## config.mk

```make
export PLATFORM = sky130hd
export DESIGN_NAME = ef_ahbl_master
export DESIGN_NICKNAME = d
export VERILOG_FILES = /design/src/rtl/ef_ahbl_master.sv
export SDC_FILE = /design/constraint.sdc
export NUM_CORES = 1
export LEC_CHECK = 0
export ABC_AREA = 1
export CAP_MARGIN = 20
export CORE_AREA = 2 2 125 127
export DETAILED_ROUTE_END_ITERATION = 16
export DIE_AREA = 0 0 127 129
export GPL_TIMING_DRIVEN = 0
export PLACE_DENSITY_LB_ADDON = 0.1
export SETUP_SLACK_MARGIN = 0.2
export SYNTH_ARGS = -nofsm -noshare
export SYNTH_HDL_FRONTEND = slang
export SYNTH_SLANG_ARGS = --single-unit
```

## constraint.sdc

```tcl
create_clock -name HCLK -period 1.89 [get_ports HCLK]
set_input_delay 0.2835 -clock HCLK [delete_from_list [all_inputs] [get_ports HCLK]]
set_output_delay 0.2835 -clock HCLK [all_outputs]
set_load 0.005 [all_outputs]
```

## src/rtl/ef_ahbl_master.sv

```systemverilog
// Single-outstanding AHB-Lite initiator: one valid/ready command becomes one
// NONSEQ SINGLE transfer, with the result returned on a valid/ready response.
module ef_ahbl_master #(
  parameter logic [3:0] HPROT_VAL  = 4'b0011,
  parameter int         WAIT_CNT_W = 8
) (
  input  logic                  HCLK,
  input  logic                  HRESETn,
  input  logic                  cmd_valid,
  output logic                  cmd_ready,
  input  logic                  cmd_write,
  input  logic [31:0]           cmd_addr,
  input  logic [2:0]            cmd_size,
  input  logic [31:0]           cmd_wdata,
  output logic                  rsp_valid,
  input  logic                  rsp_ready,
  output logic [31:0]           rsp_rdata,
  output logic                  rsp_err,
  output logic [WAIT_CNT_W-1:0] rsp_waits,
  output logic [31:0]           HADDR,
  output logic [1:0]            HTRANS,
  output logic                  HWRITE,
  output logic [2:0]            HSIZE,
  output logic [2:0]            HBURST,
  output logic [3:0]            HPROT,
  output logic                  HMASTLOCK,
  output logic [31:0]           HWDATA,
  input  logic [31:0]           HRDATA,
  input  logic                  HREADY,
  input  logic                  HRESP
);
  typedef enum logic [1:0] {IDLE, ADDR, DATA, RSP} state_t;

  localparam logic [1:0]            TR_IDLE   = 2'b00;
  localparam logic [1:0]            TR_NONSEQ = 2'b10;
  localparam logic [WAIT_CNT_W-1:0] CNT_ONE   = {{(WAIT_CNT_W-1){1'b0}}, 1'b1};

  state_t                state;
  logic [31:0]           wdata_q;
  logic [WAIT_CNT_W-1:0] wcnt;
  logic                  bad_cmd;

  assign cmd_ready = (state == IDLE);
  assign HBURST    = 3'b000;
  assign HPROT     = HPROT_VAL;
  assign HMASTLOCK = 1'b0;

  // Oversized or misaligned requests are answered locally without touching the bus.
  always_comb begin
    bad_cmd = (cmd_size > 3'd2) ||
              ((cmd_size == 3'd1) && cmd_addr[0]) ||
              ((cmd_size == 3'd2) && (cmd_addr[1:0] != 2'b00));
  end

  always_ff @(posedge HCLK or negedge HRESETn) begin
    if (!HRESETn) begin
      state     <= IDLE;
      HADDR     <= '0;
      HTRANS    <= TR_IDLE;
      HWRITE    <= 1'b0;
      HSIZE     <= 3'b010;
      HWDATA    <= '0;
      wdata_q   <= '0;
      wcnt      <= '0;
      rsp_valid <= 1'b0;
      rsp_rdata <= '0;
      rsp_err   <= 1'b0;
      rsp_waits <= '0;
    end else begin
      case (state)
        IDLE: if (cmd_valid) begin
          if (bad_cmd) begin
            rsp_valid <= 1'b1;
            rsp_err   <= 1'b1;
            rsp_rdata <= '0;
            rsp_waits <= '0;
            state     <= RSP;
          end else begin
            HADDR   <= cmd_addr;
            HWRITE  <= cmd_write;
            HSIZE   <= cmd_size;
            HTRANS  <= TR_NONSEQ;
            wdata_q <= cmd_wdata;
            state   <= ADDR;
          end
        end
        ADDR: if (HREADY) begin
          HTRANS <= TR_IDLE;
          if (HWRITE) HWDATA <= wdata_q;
          wcnt  <= '0;
          state <= DATA;
        end
        // The first ERROR cycle arrives with HREADY low and is counted as a wait.
        DATA: if (!HREADY) begin
          if (wcnt != '1) wcnt <= wcnt + CNT_ONE;
        end else begin
          rsp_err   <= HRESP;
          rsp_rdata <= (!HWRITE && !HRESP) ? HRDATA : '0;
          rsp_waits <= wcnt;
          rsp_valid <= 1'b1;
          state     <= RSP;
        end
        RSP: if (rsp_ready) begin
          rsp_valid <= 1'b0;
          state     <= IDLE;
        end
        default: state <= IDLE;
      endcase
    end
  end
endmodule

```

==> results by group, run 1 <==
Status
  • Status: complete, no violations

Route
  • Vias/cell: 4.71
  • First-pass iteration count of the detailed router: 4
  • Total Wirelength: 16,800 µm
  • Post-DRT Antenna Nets: 0
  • DR WL/cell: 13.9 µm
  • Drt initial violations: 221
  • Vias: 5,695
  • Post-route DRC: 0

Worst setup path
  • Crit path largest cell delay: 0.52 ns
  • Cell breakdown of the critical path: clkdlybuf4s50_1
  • CP delay by family, top: buffers and inverters
  • CP Class: flop to primary output
  • Crit path capture type: primary output
  • Slowest CP cell: clkdlybuf4s50_1
  • Worst EP required: 1.61 ns
  • Number of buffers and inverters on the critical path: 1
  • CP Launch Type: flop
  • Crit path DAT: 1.37 ns
  • Crit-path max FO: 4

Synth
  • Syn. warnings: 0
  • Syn Area/Cell: 9.09 µm²
  • Post-Synth Adder-Cell Area: 0.00915
  • Mux cell area share after synthesis: 0.0527
  • Synth Instances: 752
  • Largest family of logic cells by synthesized area: simple AND/OR/NAND/NOR gates
  • XOR/XNOR Fraction of Synth Area: 0
  • Mapped cell area: 6840 µm²
  • Compound-cell area share of the yosys netlist: 0.0672
  • Post-synthesis sequential area ratio: 0.560
  • Post-Synth Simple-Gate Area: 0.192
  • #FFs+latches synth: 153
  • Synth unique cells: 31

Floorplan
  • Core region area: 15,000 µm²
  • Die height: 129 µm
  • Placement Rows: 45
  • Ports: 227
  • Initial Util: 0.456
  • Die ar.: 16,400 µm²
  • Die width: 127 µm

Clock network
  • Htree depth: 4
  • Clock root buffer: clkbuf_16
  • CTS clk-pin slew, worst paths: 0.06 ns
  • CTS max path bufs: 2
  • CTS tree: yes
  • Clock Sinks: 153
  • Later-pin clock latency in the skew report: 0.42 ns
  • CTS Buf Count: 17

Global route
  • Number of global-route vias before repair: 5,377
  • First-pass GRT wire length: 27,300 µm
  • Grt total ovfl: 0
  • Initial antenna violation count: 0
  • Gr usage total: 0.212
  • Pin count of the biggest net entering global routing: 89

Finish
  • Antenna diode count: 0
  • Final Util: 0.673
  • Multi-input logic area: 2280 µm²
  • Most frequent cells in the layout: clkdlybuf4s50_1, nand2_1, dfrtp_1, inv_1, o21ai_1
  • Area Overhead vs Synth: 47.4%
  • Fill count: 1,254
  • Sequential Area: 3830 µm²
  • Final net count: 1,120
  • Share of layout cells above drive strength 1: 0.145
  • Commonest non-fill, non-tap cell in the layout: clkdlybuf4s50_1

Timing
  • Slew Viols, Final: 0
  • Max_slew headroom: 0.573
  • Final setup skew: 0.00597 ns
  • Final setup viols: 0
  • Hold Slack: 0.397 ns
  • Tightest Pin Transition: 0.640 ns
  • Fmax achieved: 0.604 GHz
  • Tmin final: 1.66 ns
  • Ratio of final minimum period to clock period: 0.876
  • RSZ-0062 raised after global routing: yes
  • Final Hold Vio Count: 0

Worst hold path
  • Min-Delay Path Class: input pin to flop

Power
  • Peak VDD IR: 0.737 mV
  • Final total power: 14.0 mW
  • P_leak: 5.17 nW
  • PD cells: 1390 nW/µm²

Job
  • Max-Cap Viols: 0

Place
  • IO buf count: 217
  • Final GP Congestion: 0.807
  • HPWL Detailed: 11,700 µm
[final timing paths]
| kind | cells after the start | from | end | slack [ns] |
|---|---|---|---|---|
| setup / recovery | 1 | HWRITE | HWRITE | 0.23 |
| hold / removal | 3 | cmd_addr[13] | HADDR[13] | 0.40 |
| setup reg to reg | 9 | state[0] | rsp_waits[2] | 0.27 |
| hold reg to reg | 2 | HSIZE[2] | HSIZE[2] | 0.46 |
| max in group asynchronous | 3 | HRESETn | HWRITE | 0.62 |
| min in group asynchronous | 2 | HRESETn | rsp_rdata[0] | 0.42 |
[through the flow]
step                      setup TNS, ns  cells  worst slack (ns)  cell area, µm²
after global placement          -878.23   1164             -5.76            9270
after CTS                             0   1201             0.126            9920
final                                 0   1210             0.235           10100
after global routing                  0   1210             0.155           10100
after floorplan                       0    759             0.366            6860
after detailed placement          -1.16   1165           -0.0431            9300
[flip-flops by register name, indices dropped and copies added, names as in the netlist]
register	flops
HWDATA	32
HSIZE	3
rsp_rdata	32
state	2
wcnt	8
rsp_waits	8
HWRITE	1
rsp_err	1
HTRANS	1
wdata_q	32
rsp_valid	1
HADDR	32
[cell usage after synthesis]
library cell | count | area, µm²
a21oi_1 | 1 | 5.00
buf_2 | 16 | 80.1
buf_4 | 11 | 82.6
buf_6 | 11 | 124
clkbuf_1 | 10 | 37.5
clkbuf_2 | 1 | 5.00
conb_1 | 2 | 7.51
dfrtp_1 | 152 | 3800
dfstp_2 | 1 | 26.3
ha_1 | 5 | 62.6
inv_1 | 125 | 469
inv_2 | 2 | 7.51
mux2_2 | 32 | 360
nand2_1 | 193 | 724
nand2_2 | 3 | 18.8
nand2_4 | 1 | 11.3
nand3_1 | 9 | 45.0
nand3_2 | 1 | 10.0
nand3_4 | 1 | 17.5
nand3b_1 | 1 | 7.51
nand4_1 | 46 | 288
nand4_4 | 1 | 21.3
nor2_1 | 38 | 143
nor2_2 | 1 | 6.26
nor2_4 | 1 | 11.3
o211ai_1 | 1 | 7.51
o21ai_0 | 25 | 125
o21ai_1 | 55 | 275
o21ai_4 | 1 | 16.3
o21bai_1 | 4 | 30.0
or2_2 | 1 | 6.26
[layer usage]
metal	global-route usage	up-vias	wire length, µm
met5	0	-	0
li1	-	2870	-
met4	0.0679	0	178
met3	0.0723	18	1460
met2	0.341	181	8070
met1	0.271	2626	7080
[cell families after synthesis]
logic type / Yosys count
AOI/OAI and AO/OA: 87
adders and majority gates: 5
buffers and inverters: 176
DFF: 153
muxes: 32
other: 2
and+or+nand+nor: 297
[power breakdown]
group | switching (mW) | leakage (nW) | total (mW) | internal [mW]
clock network | 1.34 | 0.276 | 3.31 | 1.97
logic | 2.39 | 2.90 | 5.48 | 3.09
registers | 0.699 | 2.00 | 5.25 | 4.55
[cell type report]
| cell class | instances | share of cell area |
|---|---|---|
| sequential | 153 | 0.380 |
| buffer | 49 | 0.0376 |
| clock inverter | 12 | 0.0124 |
| timing repair buffer | 230 | 0.228 |
| tap | 188 | 0.0233 |
| clock buffer | 20 | 0.0443 |
| inverter | 127 | 0.0478 |
| multi-input combinational | 431 | 0.226 |
[what timing repair did]
item,4_1_cts,5_1_grt
hold buffers,1,0
pin swaps,2,4
endpoints found under the setup margin,144,145
buffers inserted,2,6
hold endpoints to repair,64,0
gates resized for setup,13,37
cloned,1,3
Note: power is estimated with default switching activity, not from simulation.
==> run 2, diff against run 1 <==
--- a/config.mk
+++ b/config.mk
@@ -10,6 +10,7 @@
 export CORE_AREA = 2 2 125 127
 export DETAILED_ROUTE_END_ITERATION = 16
 export DIE_AREA = 0 0 127 129
+export GPL_ROUTABILITY_DRIVEN = 0
 export GPL_TIMING_DRIVEN = 0
 export PLACE_DENSITY_LB_ADDON = 0.1
 export SETUP_SLACK_MARGIN = 0.2
==> results of run 2 <==
Final layout, timing and power as in run 1 (identical DEF).
